[src/rtl/vram_arbiter_pkg.sv]
// rtl/vram_arbiter_pkg.sv - memory-port command encodings and 640x480 geometry for the VRAM arbiter
package vram_arbiter_pkg;

   typedef enum logic [1:0] {
      S_IDLE = 2'd0,
      S_RD   = 2'd1,
      S_WR   = 2'd2
   } state_t;

   localparam int GEOM_H_PX     = 640;
   localparam int GEOM_V_PX     = 480;
   localparam int GEOM_FRAME_PX = GEOM_H_PX * GEOM_V_PX;
   localparam int GEOM_ADDR_BIT = 19;
   localparam int GEOM_DATA_BIT = 8;
   localparam int WR_FIFO_DEPTH = 4;

endpackage

[src/rtl/counterN_en.sv]
// rtl/counterN_en.sv - modulo-N enabled counter with synchronous clear and async active-low reset
module counterN_en #(
   parameter int N = 307200,
   parameter int W = 19
) (
   input  logic         clk,
   input  logic         i_arst_n,
   input  logic         i_en,
   input  logic         i_sclr,
   output logic [W-1:0] o_cnt
);

   always_ff @(posedge clk or negedge i_arst_n) begin
      if (!i_arst_n) begin
         o_cnt <= '0;
      end else if (i_sclr) begin
         o_cnt <= '0;
      end else if (i_en) begin
         o_cnt <= (o_cnt == W'(N - 1)) ? '0 : o_cnt + W'(1);
      end
   end

endmodule

[src/rtl/vram_wr_fifo.sv]
// rtl/vram_wr_fifo.sv - 4-entry address+data write FIFO, used only when VRAM_WR_FIFO_EN is defined
module vram_wr_fifo
   import vram_arbiter_pkg::*;
#(
   parameter int ADDR_BIT = GEOM_ADDR_BIT,
   parameter int DATA_BIT = GEOM_DATA_BIT
) (
   input  logic                clk,
   input  logic                i_arst_n,
   input  logic                i_push,
   input  logic [ADDR_BIT-1:0] i_addr,
   input  logic [DATA_BIT-1:0] i_data,
   input  logic                i_pop,
   output logic [ADDR_BIT-1:0] o_addr,
   output logic [DATA_BIT-1:0] o_data,
   output logic                o_full,
   output logic                o_empty
);

   logic [ADDR_BIT-1:0] addr_q [WR_FIFO_DEPTH];
   logic [DATA_BIT-1:0] data_q [WR_FIFO_DEPTH];
   logic [1:0]          wr_ptr;
   logic [1:0]          rd_ptr;
   logic [2:0]          count;

   assign o_full  = (count == 3'(WR_FIFO_DEPTH));
   assign o_empty = (count == 3'd0);
   assign o_addr  = addr_q[rd_ptr];
   assign o_data  = data_q[rd_ptr];

   // Storage is not reset; only the pointers define which entries are live.
   always_ff @(posedge clk) begin
      if (i_push) begin
         addr_q[wr_ptr] <= i_addr;
         data_q[wr_ptr] <= i_data;
      end
   end

   always_ff @(posedge clk or negedge i_arst_n) begin
      if (!i_arst_n) begin
         wr_ptr <= '0;
         rd_ptr <= '0;
         count  <= '0;
      end else begin
         if (i_push) wr_ptr <= wr_ptr + 2'd1;
         if (i_pop)  rd_ptr <= rd_ptr + 2'd1;
         case ({i_push, i_pop})
            2'b10:   count <= count + 3'd1;
            2'b01:   count <= count - 3'd1;
            default: count <= count;
         endcase
      end
   end

endmodule

[src/rtl/vram_arbiter.sv]
// rtl/vram_arbiter.sv - VRAM port arbiter: scan-out reads take priority, writer fills idle cycles (VRAM_WR_FIFO_EN adds a write FIFO)
module vram_arbiter
   import vram_arbiter_pkg::*;
#(
   parameter int ADDR_BIT = GEOM_ADDR_BIT,
   parameter int DATA_BIT = GEOM_DATA_BIT,
   parameter int FRAME_PX = GEOM_FRAME_PX
) (
   input  logic                clk,
   input  logic                i_arst_n,
   input  logic                i_px_clk,
   input  logic                i_hvis,
   input  logic                i_vvis,
   input  logic                i_frame_start,
   input  logic                i_wr_valid,
   output logic                o_wr_ready,
   input  logic [ADDR_BIT-1:0] i_wr_addr,
   input  logic [DATA_BIT-1:0] i_wr_data,
   output logic                o_mem_en,
   output logic                o_mem_we,
   output logic [ADDR_BIT-1:0] o_mem_addr,
   output logic [DATA_BIT-1:0] o_mem_wdata,
   input  logic [DATA_BIT-1:0] i_mem_rdata,
   output logic                o_pix_valid,
   output logic [DATA_BIT-1:0] o_pix_data
);

   logic                s_rd_slot;
   logic [ADDR_BIT-1:0] rd_cnt;
   logic                wr_go;
   logic [ADDR_BIT-1:0] wr_addr;
   logic [DATA_BIT-1:0] wr_data;
   state_t              state;
   logic                rd_d1;

   assign s_rd_slot = i_px_clk & i_hvis & i_vvis;

   counterN_en #(
      .N (FRAME_PX),
      .W (ADDR_BIT)
   ) u_rd_cnt (
      .clk      (clk),
      .i_arst_n (i_arst_n),
      .i_en     (s_rd_slot),
      .i_sclr   (i_frame_start),
      .o_cnt    (rd_cnt)
   );

`ifdef VRAM_WR_FIFO_EN
   logic fifo_full;
   logic fifo_empty;

   assign o_wr_ready = i_arst_n & ~fifo_full;
   assign wr_go      = ~s_rd_slot & ~fifo_empty;

   vram_wr_fifo #(
      .ADDR_BIT (ADDR_BIT),
      .DATA_BIT (DATA_BIT)
   ) u_wr_fifo (
      .clk      (clk),
      .i_arst_n (i_arst_n),
      .i_push   (i_wr_valid & o_wr_ready),
      .i_addr   (i_wr_addr),
      .i_data   (i_wr_data),
      .i_pop    (wr_go),
      .o_addr   (wr_addr),
      .o_data   (wr_data),
      .o_full   (fifo_full),
      .o_empty  (fifo_empty)
   );
`else
   assign o_wr_ready = i_arst_n & ~s_rd_slot;
   assign wr_go      = i_wr_valid & o_wr_ready;
   assign wr_addr    = i_wr_addr;
   assign wr_data    = i_wr_data;
`endif

   // rd_d1 marks the cycle in which the VRAM returns data for a read issued one cycle earlier.
   always_ff @(posedge clk or negedge i_arst_n) begin
      if (!i_arst_n) begin
         state       <= S_IDLE;
         o_mem_en    <= 1'b0;
         o_mem_we    <= 1'b0;
         o_mem_addr  <= '0;
         o_mem_wdata <= '0;
         rd_d1       <= 1'b0;
         o_pix_valid <= 1'b0;
         o_pix_data  <= '0;
      end else begin
         rd_d1       <= (state == S_RD);
         o_pix_valid <= rd_d1;
         if (rd_d1) o_pix_data <= i_mem_rdata;

         if (s_rd_slot) begin
            state      <= S_RD;
            o_mem_en   <= 1'b1;
            o_mem_we   <= 1'b0;
            o_mem_addr <= rd_cnt;
         end else if (wr_go) begin
            state       <= S_WR;
            o_mem_en    <= 1'b1;
            o_mem_we    <= 1'b1;
            o_mem_addr  <= wr_addr;
            o_mem_wdata <= wr_data;
         end else begin
            state    <= S_IDLE;
            o_mem_en <= 1'b0;
            o_mem_we <= 1'b0;
         end
      end
   end

endmodule
[config.mk]
export PLATFORM = sky130hd
export DESIGN_NAME = vram_arbiter
export DESIGN_NICKNAME = d
export VERILOG_FILES = /design/src/rtl/vram_arbiter_pkg.sv /design/src/rtl/counterN_en.sv /design/src/rtl/vram_wr_fifo.sv /design/src/rtl/vram_arbiter.sv
export SDC_FILE = /design/constraint.sdc
export NUM_CORES = 1
export LEC_CHECK = 0
export ABC_AREA = 1
export CAP_MARGIN = 20
export CELL_PAD_IN_SITES_DETAIL_PLACEMENT = 0
export CELL_PAD_IN_SITES_GLOBAL_PLACEMENT = 1
export CORE_ASPECT_RATIO = 0.8
export CORE_UTILIZATION = 35
export CTS_CLUSTER_DIAMETER = 80
export DETAILED_ROUTE_END_ITERATION = 7
export DONT_BUFFER_PORTS = 1
export GPL_ROUTABILITY_DRIVEN = 0
export PLACE_DENSITY_LB_ADDON = 0.1
export SETUP_SLACK_MARGIN = 0.05
export SLEW_MARGIN = 20
export SYNTH_ARGS = -nofsm -noshare
export SYNTH_HDL_FRONTEND = slang
export SYNTH_HIERARCHICAL = 1
export SYNTH_SLANG_ARGS = --single-unit
[constraint.sdc]
create_clock -name clk -period 1.35 [get_ports clk]
set_input_delay 0.3375 -clock clk [delete_from_list [all_inputs] [get_ports clk]]
set_output_delay 0.3375 -clock clk [all_outputs]
set_load 0.02 [all_outputs]
* Yosys cells after proc, flatten, opt, wreduce, memory -nomap -nowiden *
Index checks and enable logic that the tools add are counted.

storage, ports and cells
  register bits after elaboration = 60
  input port bits = 42
  output and inout bits = 39
  logic and storage cells = 30

cells by class
  add/sub/neg operators = 1
  eq/ne operators = 2
  muxes and demuxes = 10
  bitwise gates (word level) = 5
  reductions and logical operators = 3

operator list
  kind                     count
  $mux W19                 5
  $add A19 B1 Y19 const B  1
  $eq A19 B19 Y1 const B   1
  $and A1 B1 Y1            4
  $mux W2                  2
  $reduce_bool A2 Y1       2
  $mux W1                  3
  $eq A2 B1 Y1 const B     1
  $reduce_and A2 Y1        1
  $not A1 Y1               1

* Logic depth before layout (Yosys ltp) *
  depth in word-level cells = 7
  gate-level depth with buffers = 12
  gate-level depth less buffers = 10

* Cells and area by module *
Netlist, hierarchy kept.

modules (own cells, without submodules)
  module        instances  cells an instance  area an instance (sq um)  sequential area each (sq um)
  vram_arbiter  1          217                2,010.7                   1,001.0
  counterN_en   1          158                1,189.9                   475.5

* Worst setup path before layout *
OpenSTA, ideal clock, no wires.

  path kind = input to register
  from = input i_hvis
  to = register u_rd_cnt.o_cnt[14]
  library setup time = 0.117 ns
  arrival = 1.414 ns
  data required time = 1.233 ns
  setup slack = -0.181 ns
  stages = 12
  buffers on the path = 2
  cells stage by stage = nand3_2 > buf_4 > buf_6 > inv_1 > nor2_4 > inv_6 > nand3_4 > nor2_4 > nand2_1 > nand2_1 > nand2_1 > nor2_1

between the ends
  longest elaborated chain between the ends = 3

RTL lines
  what                          line                RTL
  from (decl)                   vram_arbiter.sv:12  input logic i_hvis,
  $and A1 B1 Y1 (2 in a row)    vram_arbiter.sv:36  assign s_rd_slot = i_px_clk & i_hvis & i_vvis;
  named net s_rd_slot           vram_arbiter.sv:28  logic s_rd_slot;
  $reduce_bool A2 Y1 (no line)  --
  to (signal assigned)          counterN_en.sv:19   o_cnt <= (o_cnt == W'(N - 1)) ? '0 : o_cnt + W'(1);
  to (decl)                     counterN_en.sv:10   output logic [W-1:0] o_cnt

The timed path passes the listed nets, and every way through them passes these cells.
A chain may end at the register's enable or synchronous reset.

* Worst setup path after layout *
  from = register u_rd_cnt.o_cnt[1]
  to = register u_rd_cnt.o_cnt[3]

between the ends
  longest elaborated chain between the ends = 4
  elaborated cells on any way between the ends = 5
  classes of those cells = add/sub (1); eq/ne (1); mux (3)

RTL lines
  what                                               line               RTL
  $add A19 B1 Y19 or $eq A19 B19 Y1 (tied branches)  counterN_en.sv:19
  $mux W19 *                                         counterN_en.sv:19
  $mux W19 *                                         counterN_en.sv:18  end else if (i_en) begin
  $mux W19 *                                         counterN_en.sv:16  end else if (i_sclr) begin

Mark *: on every way between the ends. The rest lies on a longest branch, timed or not. The select of a mux whose other input is x is not followed.

==> impl_metrics.toml <==
[outcome]
status = "finished with violations"
violations = "negative hold slack, negative setup slack"

[floorplan]
die-area_um2 = 9533
fp.coreArea_um2 = 8671
rows = 30
die_h_um = 87.53
fp.dieW_um = 108.9
ioPinCount = 81
start_util = 0.3691

[final_layout]
drive_gt1_frac = 0.2618
area_growth_pct = 21.23
multi_input_area_um2 = 1578
nets = 439
n_antenna_cell = 0
seq_area_um2 = 1476
fill_cells = 893

[critical_path]
critPathKind = "reg2reg"
endpoint_kind = "flop"
cpMostUsedCell = "nor2_4"
start_kind = "flop"
slowest_delay_ps = 390
crit_fanout = 8
required_ps = 1550
critPathSlowestCell = "dfrtp_1"
crit_chain = "ha_4 > nand2_4 > nor2_4 > nand3_4 > nor2_4 > o21ai_4 > inv_4 > nor2_1"
crit_arrival_ps = 1600

[yosys]
synth.distinct_cells = 32
syn-num-nets = 418
syn-cell-area_um2 = 3201
ys_seq_area_frac = 0.4613
synth_warnings = 6
synth_seq_cells = 59
syn_inst = 375
synth_top_area_frac = 0.4613
syn-mean-instance-area_um2 = 8.535
synth_edf_count = 0
synth_ff_type = "dfrtp_1"
async_reset_ff_frac = 1.000
yosys.area.top_type = "dfrtp_1"
yosys-top-cells-area = "dfrtp_1 (46%), nand2_1 (15%), nand4_1 (5.7%)"

[global_routing]
grt_use_total = 0.1804
grt_max_degree = 71
grt_pass1_wl_mm = 12.97
grt_use_met3 = 0.05357
grt_antenna_before_repair = 0
use_met1 = 0.2722
top_usage_layer = "met1"
grt.overflow.total = 0
met2_usage = 0.2504
first_global_vias = 2492

[pwr]
p_int_w = 0.004021
p_total_w = 0.005433
p_clk_frac = 0.491
p_switching_w = 0.001412
p_per_area_nw_per_um2 = 1400
pwr-share-seq = 0.429
total_leakage_power_nw = 1.863
pwr-share-comb = 0.080
sw_frac_of_total = 0.2599
ir_drop_mv = 0.5821

[clocking]
cts_root_buf = "clkbuf_16"
cts_tree = "built"
clock_latency_ps = 310
path_clk_slew_ps = 50
ctsLongestPathBuffers = 2
cts.sinks = 59
h-tree-depth = 3
cts-buffers-inserted = 9

[sta]
post-route-min-period_ps = 1394
finalSetupViolations = 15
finalCritPeriodShare = 1.033
hold_viol_final = 59
whs_ps = -282.8
fin_skew_ps = 5.014
tightest_slew_ps = 853.0
slew_violations = 0
worst_slack_ps = -44.28
rsz0062_at_grt = "yes"
fmax_mhz = 717.2
max-slew-margin-rel = 0.4313

[detailed_routing]
drt_wl_total_mm = 8.152
antenna_left = 0
routed_via_density = 5.107
dr.pass1.iters = 4
drc_errors = 0
drt-initial-drc-count = 147
wl_per_cell_um = 15.89
vias = 2620

[flow_run]
drv_cap = 0

[placement]
dpl.hpwl_mm = 5.954
io_buffers = 0
preCtsSetupSlack_ps = -118.0

[min_path]
hp-class = "in2async"
-- kinds of logic after synthesis --
kind of cell / Yosys count / synth area share
AND/OR/NAND/NOR: 220 / 0.3163
buffers and inverters: 46 / 0.08092
XOR/XNOR: 8 / 0.02189
adder cells (fa/ha/maj): 1 / 0.003909
multiplexers: 8 / 0.02815
AO/OA/AOI/OAI: 33 / 0.08757
flip-flops: 59 / 0.4613
-- power groups by stage --
stage,logic (W),registers [W],clock network (W)
after global placement,0.000416,0.00236,0
after detailed placement,0.000428,0.00236,0
after floorplan,0.000375,0.00232,0
after CTS,0.000432,0.00233,0.00272
after global routing,0.000490,0.00236,0.00282
final,0.000432,0.00233,0.00267
-- routing by layer --
layer	routed length [um]	part of all wire	vias to the layer above
li1	-	-	1282
met1	4073	0.50	1275
met2	3481	0.43	59
met3	553	0.068	4
met4	43	0.0053	0
met5	0	0	-
-- registers in the layout (all words and copies together) (netlist names) --
register and cells:
rd_d1 1, o_pix_valid 1, state 1, u_rd_cnt/o_cnt 19, o_mem_we 1, o_pix_data 8, o_mem_addr 19, o_mem_en 1
o_mem_wdata 8
-- synth_stat cells, types with 2 or more instances --
cell type  count
inv_1         22
buf_4          7
nand3_2        3
nand4_1       29
nand2_2        3
o211ai_2      10
xnor2_1        3
inv_4          2
dfrtp_1       59
nor2_4         5
nand2_1      131
mux2_2         8
buf_2          9
o21ai_0        2
xor2_1         5
o211ai_1       9
buf_6          3
o21ai_2        2
a21oi_1        7
nor2_2         5
nand3_1       14
nor3_1         2
nor2_1        26
-- cell type report --
class                      count  share of cell area
timing repair buffer          30             0.05805
clock inverter                 6             0.02870
multi-input combinational    270              0.4066
inverter                      26             0.02838
sequential                    59              0.3805
tap                          112             0.03612
clock buffer                  10             0.06159
-- through the flow --
step	util	TNS (ps)	cell area, um2	cells
CTS	0.4405	-970.1	3820	512
finish	0.4475	-475.8	3880	513
detailed placement	0.3952	-1586	3427	495
global placement	0.3952	-1252	3427	495
global route	0.4475	-2243	3880	513
floorplan	-	-965.2	3232	375
-- critical path: cells and delay by family (launching register included) --
family | cells | cell delay [ps]
AOI/OAI and AO/OA | 1 | 80
adders and majority gates | 1 | 170
buffers and inverters | 1 | 100
DFF | 1 | 390
and+or+nand+nor | 5 | 530
-- placed cells by master (no fill, tap or decap), types with 3 or more instances in the layout --
cell type,instances
buf_4,30
nand2_1,126
o211ai_1,9
inv_4,3
mux2_2,8
bufinv_16,3
nor2_1,23
nor2_4,8
xnor2_1,3
o211ai_2,10
xor2_1,5
a21oi_1,5
nand3_4,3
nand4_1,29
inv_1,21
nand3_2,6
nand3_1,9
dfrtp_1,59
clkbuf_16,9
nand2_2,6
nor2_2,5
-- final timing paths --
kind	startpoint	to	slack [ps]	cells past startpoint
worst max-delay path	u_rd_cnt/o_cnt[1]$_DFFE_PN0P_	u_rd_cnt/o_cnt[3]$_DFFE_PN0P_	-40	8
worst min-delay path	i_arst_n	u_rd_cnt/o_cnt[18]$_DFFE_PN0P_	-280	0
worst max register to register	u_rd_cnt/o_cnt[1]$_DFFE_PN0P_	u_rd_cnt/o_cnt[3]$_DFFE_PN0P_	-40	8
worst min register to register	state[0]$_DFF_PN0_	rd_d1$_DFF_PN0_	460	2
max in group asynchronous	i_arst_n	u_rd_cnt/o_cnt[5]$_DFFE_PN0P_	1480	0
min in group clk	i_vvis	state[0]$_DFF_PN0_	170	2
-- repair_timing --
| item | in CTS | in global routing |
|---|---|---|
| setup endpoints to repair | 19 | 19 |
| pin swaps | 8 | 2 |
| buffers inserted | 1 | 1 |
| hold endpoints to repair | 59 | 59 |
| resized for setup | 9 | 12 |
No activity file was read; power rests on OpenSTA's default activity.
